### src/rtl/wb_regfile_pkg.sv
// Shared constants and types for the Y86-64 writeback register file.
// Icode encodings, register ids and the halt FSM state.
package wb_regfile_pkg;

  localparam logic [3:0] IHALT   = 4'h0;
  localparam logic [3:0] INOP    = 4'h1;
  localparam logic [3:0] IRRMOVQ = 4'h2;
  localparam logic [3:0] IIRMOVQ = 4'h3;
  localparam logic [3:0] IRMMOVQ = 4'h4;
  localparam logic [3:0] IMRMOVQ = 4'h5;
  localparam logic [3:0] IOPQ    = 4'h6;
  localparam logic [3:0] IJXX    = 4'h7;
  localparam logic [3:0] ICALL   = 4'h8;
  localparam logic [3:0] IRET    = 4'h9;
  localparam logic [3:0] IPUSHQ  = 4'hA;
  localparam logic [3:0] IPOPQ   = 4'hB;

  localparam logic [3:0] RSP   = 4'h4;
  localparam logic [3:0] RNONE = 4'hF;

  localparam int NREGS = 15;

  typedef enum logic {
    S_RUN    = 1'b0,
    S_HALTED = 1'b1
  } state_t;

  typedef struct packed {
    logic [3:0] dst_e;
    logic [3:0] dst_m;
  } dst_t;

endpackage

### src/rtl/wb_regfile_if.sv
// W-stage bundle into the register file and decode read ports out.
// master drives the W fields and read addresses; slave is the regfile.
interface wb_regfile_if #(
  parameter int N = 64
);

  logic [3:0]   w_icode;
  logic [3:0]   w_ifun;
  logic [3:0]   w_rA;
  logic [3:0]   w_rB;
  logic         w_cnd;
  logic [N-1:0] w_valE;
  logic [N-1:0] w_valM;
  logic [3:0]   d_srcA;
  logic [3:0]   d_srcB;
  logic [N-1:0] d_rvalA;
  logic [N-1:0] d_rvalB;
  logic [3:0]   w_dstE;
  logic [3:0]   w_dstM;
  logic         halted;
  logic [N-1:0] retired;

  modport master (
    output w_icode, w_ifun, w_rA, w_rB, w_cnd,
    output w_valE, w_valM, d_srcA, d_srcB,
    input  d_rvalA, d_rvalB, w_dstE, w_dstM,
    input  halted, retired
  );

  modport slave (
    input  w_icode, w_ifun, w_rA, w_rB, w_cnd,
    input  w_valE, w_valM, d_srcA, d_srcB,
    output d_rvalA, d_rvalB, w_dstE, w_dstM,
    output halted, retired
  );

endinterface

### src/rtl/wb_dst_decode.sv
// Destination register derivation from icode/cnd/rA/rB.
// Purely combinational; shared with the hazard unit.
module wb_dst_decode
  import wb_regfile_pkg::*;
(
  input  logic [3:0] i_icode,
  input  logic [3:0] i_rA,
  input  logic [3:0] i_rB,
  input  logic       i_cnd,
  output dst_t       o_dst
);

  always_comb begin
    o_dst.dst_e = RNONE;
    o_dst.dst_m = RNONE;
    unique case (1'b1)
      (i_icode == IRRMOVQ):
        o_dst.dst_e = i_cnd ? i_rB : RNONE;
      (i_icode == IIRMOVQ),
      (i_icode == IOPQ):
        o_dst.dst_e = i_rB;
      (i_icode == IMRMOVQ):
        o_dst.dst_m = i_rA;
      (i_icode == ICALL),
      (i_icode == IRET),
      (i_icode == IPUSHQ):
        o_dst.dst_e = RSP;
      (i_icode == IPOPQ): begin
        o_dst.dst_e = RSP;
        o_dst.dst_m = i_rA;
      end
      default: ;
    endcase
  end

endmodule

### src/rtl/wb_regfile.sv
// Y86-64 writeback register file: commit, read ports, halt FSM, retire count.
// Define WB_BYPASS_EN to make the read ports write-through.
module wb_regfile
  import wb_regfile_pkg::*;
#(
  parameter int N = 64
) (
  input logic       clk,
  input logic       rst_n,
  wb_regfile_if.slave bus
);

  logic [N-1:0] r_regs [NREGS];
  logic [N-1:0] r_retired;
  state_t       r_state;
  state_t       w_state_nxt;
  dst_t         w_dst;
  logic         w_run;
  logic         w_we_e;
  logic         w_we_m;
  logic         w_retire;
  logic         w_unused_ifun;

  assign w_unused_ifun = ^bus.w_ifun;

  wb_dst_decode u_dst (
    .i_icode (bus.w_icode),
    .i_rA    (bus.w_rA),
    .i_rB    (bus.w_rB),
    .i_cnd   (bus.w_cnd),
    .o_dst   (w_dst)
  );

  assign bus.w_dstE = w_dst.dst_e;
  assign bus.w_dstM = w_dst.dst_m;

  always_ff @(posedge clk or negedge rst_n) begin
    if (!rst_n) r_state <= S_RUN;
    else        r_state <= w_state_nxt;
  end

  always_comb begin
    w_state_nxt = r_state;
    unique case (r_state)
      S_RUN:
        if (bus.w_icode == IHALT)
          w_state_nxt = S_HALTED;
      S_HALTED: ;
      default: ;
    endcase
  end

  always_comb begin
    w_run    = (r_state == S_RUN);
    w_we_e   = w_run && (w_dst.dst_e != RNONE);
    w_we_m   = w_run && (w_dst.dst_m != RNONE);
    w_retire = w_run && (bus.w_icode != INOP);
  end

  assign bus.halted = (r_state == S_HALTED);

  // M write is issued last so popq %rsp lands valM.
  always_ff @(posedge clk or negedge rst_n) begin
    if (!rst_n) begin
      for (int i = 0; i < NREGS; i++)
        r_regs[i] <= '0;
    end else begin
      if (w_we_e) r_regs[w_dst.dst_e] <= bus.w_valE;
      if (w_we_m) r_regs[w_dst.dst_m] <= bus.w_valM;
    end
  end

  always_ff @(posedge clk or negedge rst_n) begin
    if (!rst_n)        r_retired <= '0;
    else if (w_retire) r_retired <= r_retired + N'(1);
  end

  assign bus.retired = r_retired;

  function automatic logic [N-1:0] rd_port(
    input logic [3:0] a
  );
`ifdef WB_BYPASS_EN
    if (w_we_m && a == w_dst.dst_m) return bus.w_valM;
    if (w_we_e && a == w_dst.dst_e) return bus.w_valE;
`endif
    if (a == RNONE) return '0;
    return r_regs[a];
  endfunction

  always_comb begin
    bus.d_rvalA = rd_port(bus.d_srcA);
    bus.d_rvalB = rd_port(bus.d_srcB);
  end

endmodule

### src/flat_wrapper.sv
// flat-port wrapper written by rule: the top's interface ports become plain ports
module wb_regfile_flat import wb_regfile_pkg::*;
#(
  parameter int N = 64
)
  (clk, rst_n, bus_w_icode, bus_w_ifun, bus_w_rA, bus_w_rB, bus_w_cnd, bus_w_valE, bus_w_valM, bus_d_srcA, bus_d_srcB, bus_d_rvalA, bus_d_rvalB, bus_w_dstE, bus_w_dstM, bus_halted, bus_retired);
  wb_regfile_if #(.N(N)) bus_i ();
  input logic clk;
  input logic rst_n;
  input wire logic [$bits(bus_i.w_icode)-1:0] bus_w_icode;
  input wire logic [$bits(bus_i.w_ifun)-1:0] bus_w_ifun;
  input wire logic [$bits(bus_i.w_rA)-1:0] bus_w_rA;
  input wire logic [$bits(bus_i.w_rB)-1:0] bus_w_rB;
  input wire logic [$bits(bus_i.w_cnd)-1:0] bus_w_cnd;
  input wire logic [$bits(bus_i.w_valE)-1:0] bus_w_valE;
  input wire logic [$bits(bus_i.w_valM)-1:0] bus_w_valM;
  input wire logic [$bits(bus_i.d_srcA)-1:0] bus_d_srcA;
  input wire logic [$bits(bus_i.d_srcB)-1:0] bus_d_srcB;
  output wire logic [$bits(bus_i.d_rvalA)-1:0] bus_d_rvalA;
  output wire logic [$bits(bus_i.d_rvalB)-1:0] bus_d_rvalB;
  output wire logic [$bits(bus_i.w_dstE)-1:0] bus_w_dstE;
  output wire logic [$bits(bus_i.w_dstM)-1:0] bus_w_dstM;
  output wire logic [$bits(bus_i.halted)-1:0] bus_halted;
  output wire logic [$bits(bus_i.retired)-1:0] bus_retired;
  assign bus_i.w_icode = bus_w_icode;
  assign bus_i.w_ifun = bus_w_ifun;
  assign bus_i.w_rA = bus_w_rA;
  assign bus_i.w_rB = bus_w_rB;
  assign bus_i.w_cnd = bus_w_cnd;
  assign bus_i.w_valE = bus_w_valE;
  assign bus_i.w_valM = bus_w_valM;
  assign bus_i.d_srcA = bus_d_srcA;
  assign bus_i.d_srcB = bus_d_srcB;
  assign bus_d_rvalA = bus_i.d_rvalA;
  assign bus_d_rvalB = bus_i.d_rvalB;
  assign bus_w_dstE = bus_i.w_dstE;
  assign bus_w_dstM = bus_i.w_dstM;
  assign bus_halted = bus_i.halted;
  assign bus_retired = bus_i.retired;
  wb_regfile #(.N(N)) u_core (.clk(clk), .rst_n(rst_n), .bus(bus_i));
endmodule
### config.mk
export PLATFORM = sky130hd
export DESIGN_NAME = wb_regfile_flat
export DESIGN_NICKNAME = d
export VERILOG_FILES = /design/src/rtl/wb_regfile_pkg.sv /design/src/rtl/wb_regfile_if.sv /design/src/rtl/wb_dst_decode.sv /design/src/rtl/wb_regfile.sv /design/src/flat_wrapper.sv
export SDC_FILE = /design/constraint.sdc
export NUM_CORES = 2
export LEC_CHECK = 0
export CAP_MARGIN = 20
export CORE_MARGIN = 4
export CORE_UTILIZATION = 43
export CTS_BUF_LIST = sky130_fd_sc_hd__clkbuf_8
export CTS_CLUSTER_SIZE = 8
export DETAILED_ROUTE_END_ITERATION = 10
export SLEW_MARGIN = 20
export SYNTH_ARGS = -nofsm -noshare
export SYNTH_HDL_FRONTEND = slang
export SYNTH_SLANG_ARGS = --single-unit
### constraint.sdc
create_clock -name clk -period 7.7 [get_ports clk]
set_input_delay 2.31 -clock clk [delete_from_list [all_inputs] [get_ports clk]]
set_output_delay 2.31 -clock clk [all_outputs]
set_load 0.03 [all_outputs]
======== Word-level counts from Yosys, hierarchy flattened ========
Index checks and enable logic that the tools add are counted.
cells by class
  add/subtract/negate cells ............... 1
  order comparisons ....................... 6
  equality and inequality tests ........... 13
  muxes and demuxes ....................... 25
  bitwise operators ....................... 5
  reductions and logical operators ........ 9
operators with widths
  kind                                                                          number
  960-bit bitwise mux                                                           2
  960-bit two-way mux                                                           2
  64-bit two-way mux                                                            10
  64-bit binary-select mux with 4-bit select                                    2
  64-bit demux with 4-bit select                                                2
  64-bit by 1-bit adder with 64-bit output, second input constant               1
  4-bit == test, second input constant                                          6
  5-bit >= comparator, second input constant                                    4
  4-bit inverter with 5-bit output                                              4
  4-bit one-hot mux with 3 select lines                                         1
  5-bit by 1-bit less-than comparator with 1-bit output, second input constant  2
  4-bit by 2-bit == test with 1-bit output, second input constant               2
  4-bit by 3-bit == test with 1-bit output, second input constant               2
  4-bit two-way mux                                                             2
  4-bit != test, second input constant                                          2
  1-bit logical AND                                                             5
  4-bit zero test                                                               1
  1-bit two-way mux                                                             4
  4-bit by 1-bit != test with 1-bit output, second input constant               1
  2-bit OR reduction                                                            2
  4-bit OR reduction                                                            1
  1-bit inverter                                                                1
word-level totals
  register bits ........................... 1025
  input port bits ......................... 155
  output and inout port bits .............. 201
  word-level logic and storage cells ...... 76

======== Logic depth before layout (Yosys ltp) ========
  depth after elaboration ................. 12
  mapped depth ............................ 9
  gate-level depth less buffers ........... 6

======== Cells and area by module ========
From an unflattened synthesis, not the netlist that was laid out.
second synthesis, totals
  cell total of the unflattened synthesis .. 6077
  area total of the unflattened synthesis .. 62941.6 um^2
modules (own cells, without submodules)
  module         instances  cells an instance  area each (um^2)  seq. area each (um^2)
  wb_regfile     1          6055               62780.2           25649.6
  wb_dst_decode  1          22                 161.4             0.0

======== Least setup slack after synthesis ========
Ideal clock, no wire load.
  kind .................................... input to output
  start point ............................. input bus_d_srcA[0]
  end point ............................... output bus_d_rvalA[25]
  data arrival time ....................... 4.289 ns
  required time ........................... 5.390 ns
  path slack .............................. 1.101 ns
  stages on the path ...................... 5
  buffers on the path ..................... 3
  cells stage by stage .................... clkbuf_1 > buf_2 > buf_1 > mux4_2 > mux4_2
on the way
  word-level cells in the longest chain between the ends .. 5
  elaborated cells on any way between the ends .. 7
  those cells by class .................... eq/ne (1); mux (5); bitwise (1)
RTL lines
  element                                                 line                source
  start, declared                                         flat_wrapper.sv:17  input wire logic [$bits(bus_i.d_srcA)-1:0] bus_d_srcA;
  4-bit inverter with 5-bit output (not written as such)  wb_regfile.sv:88    return r_regs[a];
  64-bit binary-select mux with 4-bit select              wb_regfile.sv:88
  64-bit two-way mux (not written as such) (2 in a row)   wb_regfile.sv:88
  64-bit two-way mux *                                    wb_regfile.sv:88
  end, declared                                           flat_wrapper.sv:19  output wire logic [$bits(bus_i.d_rvalA)-1:0] bus_d_rvalA;
Mark *: on every way between the ends. The rest lies on a longest branch, timed or not. The select of a mux whose other input is x is not followed.

======== Worst setup path after layout ========
  start point ............................. input bus_d_srcB[0]
  end point ............................... output bus_d_rvalB[10]
on the way
  word-level cells in the longest chain between the ends .. 5
  elaborated cells on any way between the ends .. 7
  those cells by class .................... eq/ne (1); mux (5); bitwise (1)
RTL lines
  element                                                 line                source
  start, declared                                         flat_wrapper.sv:18  input wire logic [$bits(bus_i.d_srcB)-1:0] bus_d_srcB;
  4-bit inverter with 5-bit output (not written as such)  wb_regfile.sv:88
  64-bit binary-select mux with 4-bit select              wb_regfile.sv:88
  64-bit two-way mux (not written as such) (2 in a row)   wb_regfile.sv:88
  64-bit two-way mux *                                    wb_regfile.sv:88
  end, declared                                           flat_wrapper.sv:20  output wire logic [$bits(bus_i.d_rvalB)-1:0] bus_d_rvalB;
Marked as above.

==> results.yml <==
outcome:
  status: "finished clean"
layout:
  multiInputGateArea_um2: 33700
  final_cell_mix: "dfrtp_1, nand2_1, nor2_1"
  drive_gt1_share_pct: 15.5
  fillers: 13000
  ff_latch_area_um2: 25600
  finalNetCount: 6414
  final_common_cell: "dfrtp_1"
  area_growth_pct: 14.8
  final_util_pct: 49.7
power_and_ir_drop:
  total_power_w: 0.0118
  power_density_nw_per_um2: 165
  p_leak_nw: 31.9
  ir_drop_mv: 0.138
global_routing:
  grt.total_usage_pct: 31.6
  grt_pass1_vias: 52100
  grt_pass1_wl_mm: 356
  grt_max_degree: 147
  overflow: 0
  antenna_found_initial: 36
clock_tree:
  cts_tree: "done"
  root_buffer: "clkbuf_8"
  h-tree-depth: 4
  cts_hold_buf: 0
  numCtsBuffers: 187
  clkLatencyLatePin_ns: 0.91
  numClockSinks: 1025
  cts_buffer_depth: 3
  postCtsSetupBuffers: 0
  clk_pin_slew_worst_paths_ns: 0.05
  cts.repair.resized: 0
timing:
  setup_viol: 0
  slew_headroom_pct: 19.3
  final_max_slew_viol_count: 0
  rsz0062_at_grt: "false"
  fin_tns_setup_ns: 0
  min_period_ns: 7.15
  skew_ns: 0.0329
  period_share_pct: 92.9
  timing.fmax_mhz: 140
  hold_viol_final: 0
  worst_slew_pin_slew_ns: 1.21
worst_setup_path:
  critPathRequiredTime_ns: 5.39
  r2r-start: "u_core.bus.halted$_DFF_PN0_"
  startpoint_type: "input pin"
  critPathLaunch: "bus_d_srcB[0]"
  endpoint_kind: "primary output"
  cp_max_fo: 20
  crit_type: "in2out"
  r2r_cells: 6
  cp-endpoint: "bus_d_rvalB[10]"
  r2r-end: "u_core.r_regs[320]$_DFF_PN0_"
  crit_arrival_ns: 4.84
  r2r_slack_ns: 4.46
place:
  place_congestion: 0.843
  dp_hpwl_mm: 135
  io_buffers: 351
yosys:
  yosys-mux-area-fraction_pct: 28.5
  synth-simple-area-share_pct: 13.9
  synth.avg_cell_area_um2: 9.98
  ys_seq_area_share_pct: 41.3
  synth_cell_types: 62
  synth_top_family_by_area: "multiplexers"
  yosys.area_share.xor_xnor_pct: 0.888
  syn-num-nets: 6379
  syn_area_um2: 62100
  synth_seq_cells: 1025
  yosysWarnings: 0
  syn_inst: 6223
  synth_compound_area_share_pct: 10.5
  synth_edf_count: 0
  synthArstFlopShare_pct: 100
  synthAdderAreaFrac_pct: 0.0201
  yosys_most_used_dff: "dfrtp_1"
drt:
  wirelength_mm: 244
  dr.pass1.iters: 8
  route.detailed.wl_per_inst_um: 29.3
  first_iter_violations: 6395
  ant_nets: 0
  via_count: 53300
  drc: 0
  viasPerCell: 6.40
floorplan:
  die_h_um: 388
  dieArea_um2: 151000
  start_util_pct: 43.3
  num_rows: 139
  ios: 356
  die_w_um: 388
  coreArea_um2: 143000
job:
  maxCapViolCount: 0
hold_path:
  hp-class: "reg2reg"
power by group:
| group | leakage (nW) | total [W] | internal (W) | switching (W) |
|---|---|---|---|---|
| Clock | 2.13 | 0.00522 | 0.00274 | 0.00248 |
| Combinational | 15.5 | 0.00108 | 0.000375 | 0.000707 |
| Sequential | 14.2 | 0.00547 | 0.00543 | 0.0000357 |
worst max-delay path: stages:
cell	delay (ns)
buf_8	0.25
nor2b_4	0.57
buf_4	0.31
nand2_1	0.08
o211ai_1	0.13
o21ai_0	0.15
o22ai_1	0.28
clkdlybuf4s50_1	0.73
worst min path at each step:
stage	start	to	slack, ns	cells past startpoint
final	u_core.bus.retired[37]$_DFFE_PN0P_	u_core.bus.retired[37]$_DFFE_PN0P_	0.49	1
after global routing	u_core.bus.retired[37]$_DFFE_PN0P_	u_core.bus.retired[37]$_DFFE_PN0P_	0.52	1
after CTS	u_core.bus.retired[37]$_DFFE_PN0P_	u_core.bus.retired[37]$_DFFE_PN0P_	0.49	1
after detailed placement	u_core.bus.retired[37]$_DFFE_PN0P_	u_core.bus.retired[37]$_DFFE_PN0P_	0.48	1
after global placement	u_core.bus.retired[63]$_DFFE_PN0P_	u_core.bus.retired[63]$_DFFE_PN0P_	0.46	1
after floorplan	u_core.r_regs[384]$_DFF_PN0_	u_core.r_regs[384]$_DFF_PN0_	0.50	2
sequential cells by signal, summed over array words and instances, names as in the netlist:
register	count
u_core.r_regs	960
u_core.bus.retired	64
u_core.bus.halted	1
logic make-up (layout without fill, tap and decap cells):
group / after synthesis / after routing
and+or+nand+nor: 2118 / 2118
muxes: 1192 / 1192
AOI/OAI and AO/OA: 1151 / 1151
DFF: 1025 / 1025
buffers and inverters: 673 / 843
xor gates and xnor gates: 63 / 63
adders and majority gates: 1 / 1
other: 0 / 22
per-stage QoR:
step | cell area [um^2] | hold WS [ns] | std cells | setup slack [ns]
6_report | 71300 | 0.490 | 8318 | 0.546
5_1_grt | 71300 | 0.522 | 8310 | 0.492
4_1_cts | 71300 | 0.492 | 8296 | 0.579
3_5_place_dp | 67600 | 0.481 | 7972 | 0.589
3_3_place_gp | 67600 | 0.460 | 7971 | 0.561
2_1_floorplan | 62100 | 0.496 | 6223 | 1.10
cell usage after synthesis (all sizes together), types with 3 or more instances:
master / number / area (um^2)
o21ai: 209 / 1060
nand3: 231 / 1160
o22ai: 49 / 307
a32oi: 64 / 561
and3: 12 / 75.1
or2: 3 / 18.8
xnor2: 31 / 272
mux4: 463 / 10400
nor4: 13 / 111
inv: 14 / 55.1
nand2b: 9 / 56.3
nor3b: 3 / 27.5
buf: 243 / 1400
dfrtp: 1025 / 25600
clkbuf: 416 / 1570
xor2: 32 / 280
or3: 7 / 48.8
nand2: 1008 / 3780
nor3: 31 / 180
nor2: 743 / 2790
nor2b: 9 / 56.3
and4: 6 / 52.6
nand4: 31 / 200
a31oi: 193 / 1210
mux2i: 728 / 7290
o211ai: 50 / 375
a21oi: 577 / 2890
or4: 4 / 33.8
per-layer routing:
layer	wire length, um	share of wire (%)	track usage, %	vias to the layer above
li1	-	-	-	22500
met1	94900	39	42.3	26700
met2	110000	45	48.2	3291
met3	26700	11	7.74	724
met4	12200	5.0	15.3	18
met5	129	0.053	0	-
final cells by class:
| class | instances | share of cell area [%] |
|---|---|---|
| Timing Repair Buffer | 505 | 8.24 |
| Tap cell | 1903 | 3.34 |
| Inverter | 14 | 0.0772 |
| Sequential cell | 1025 | 36.0 |
| Antenna cell | 22 | 0.0772 |
| Multi-Input combinational cell | 4525 | 47.2 |
| Clock buffer | 230 | 4.44 |
| Clock inverter | 94 | 0.653 |
Power figures use the tool's default switching activity.
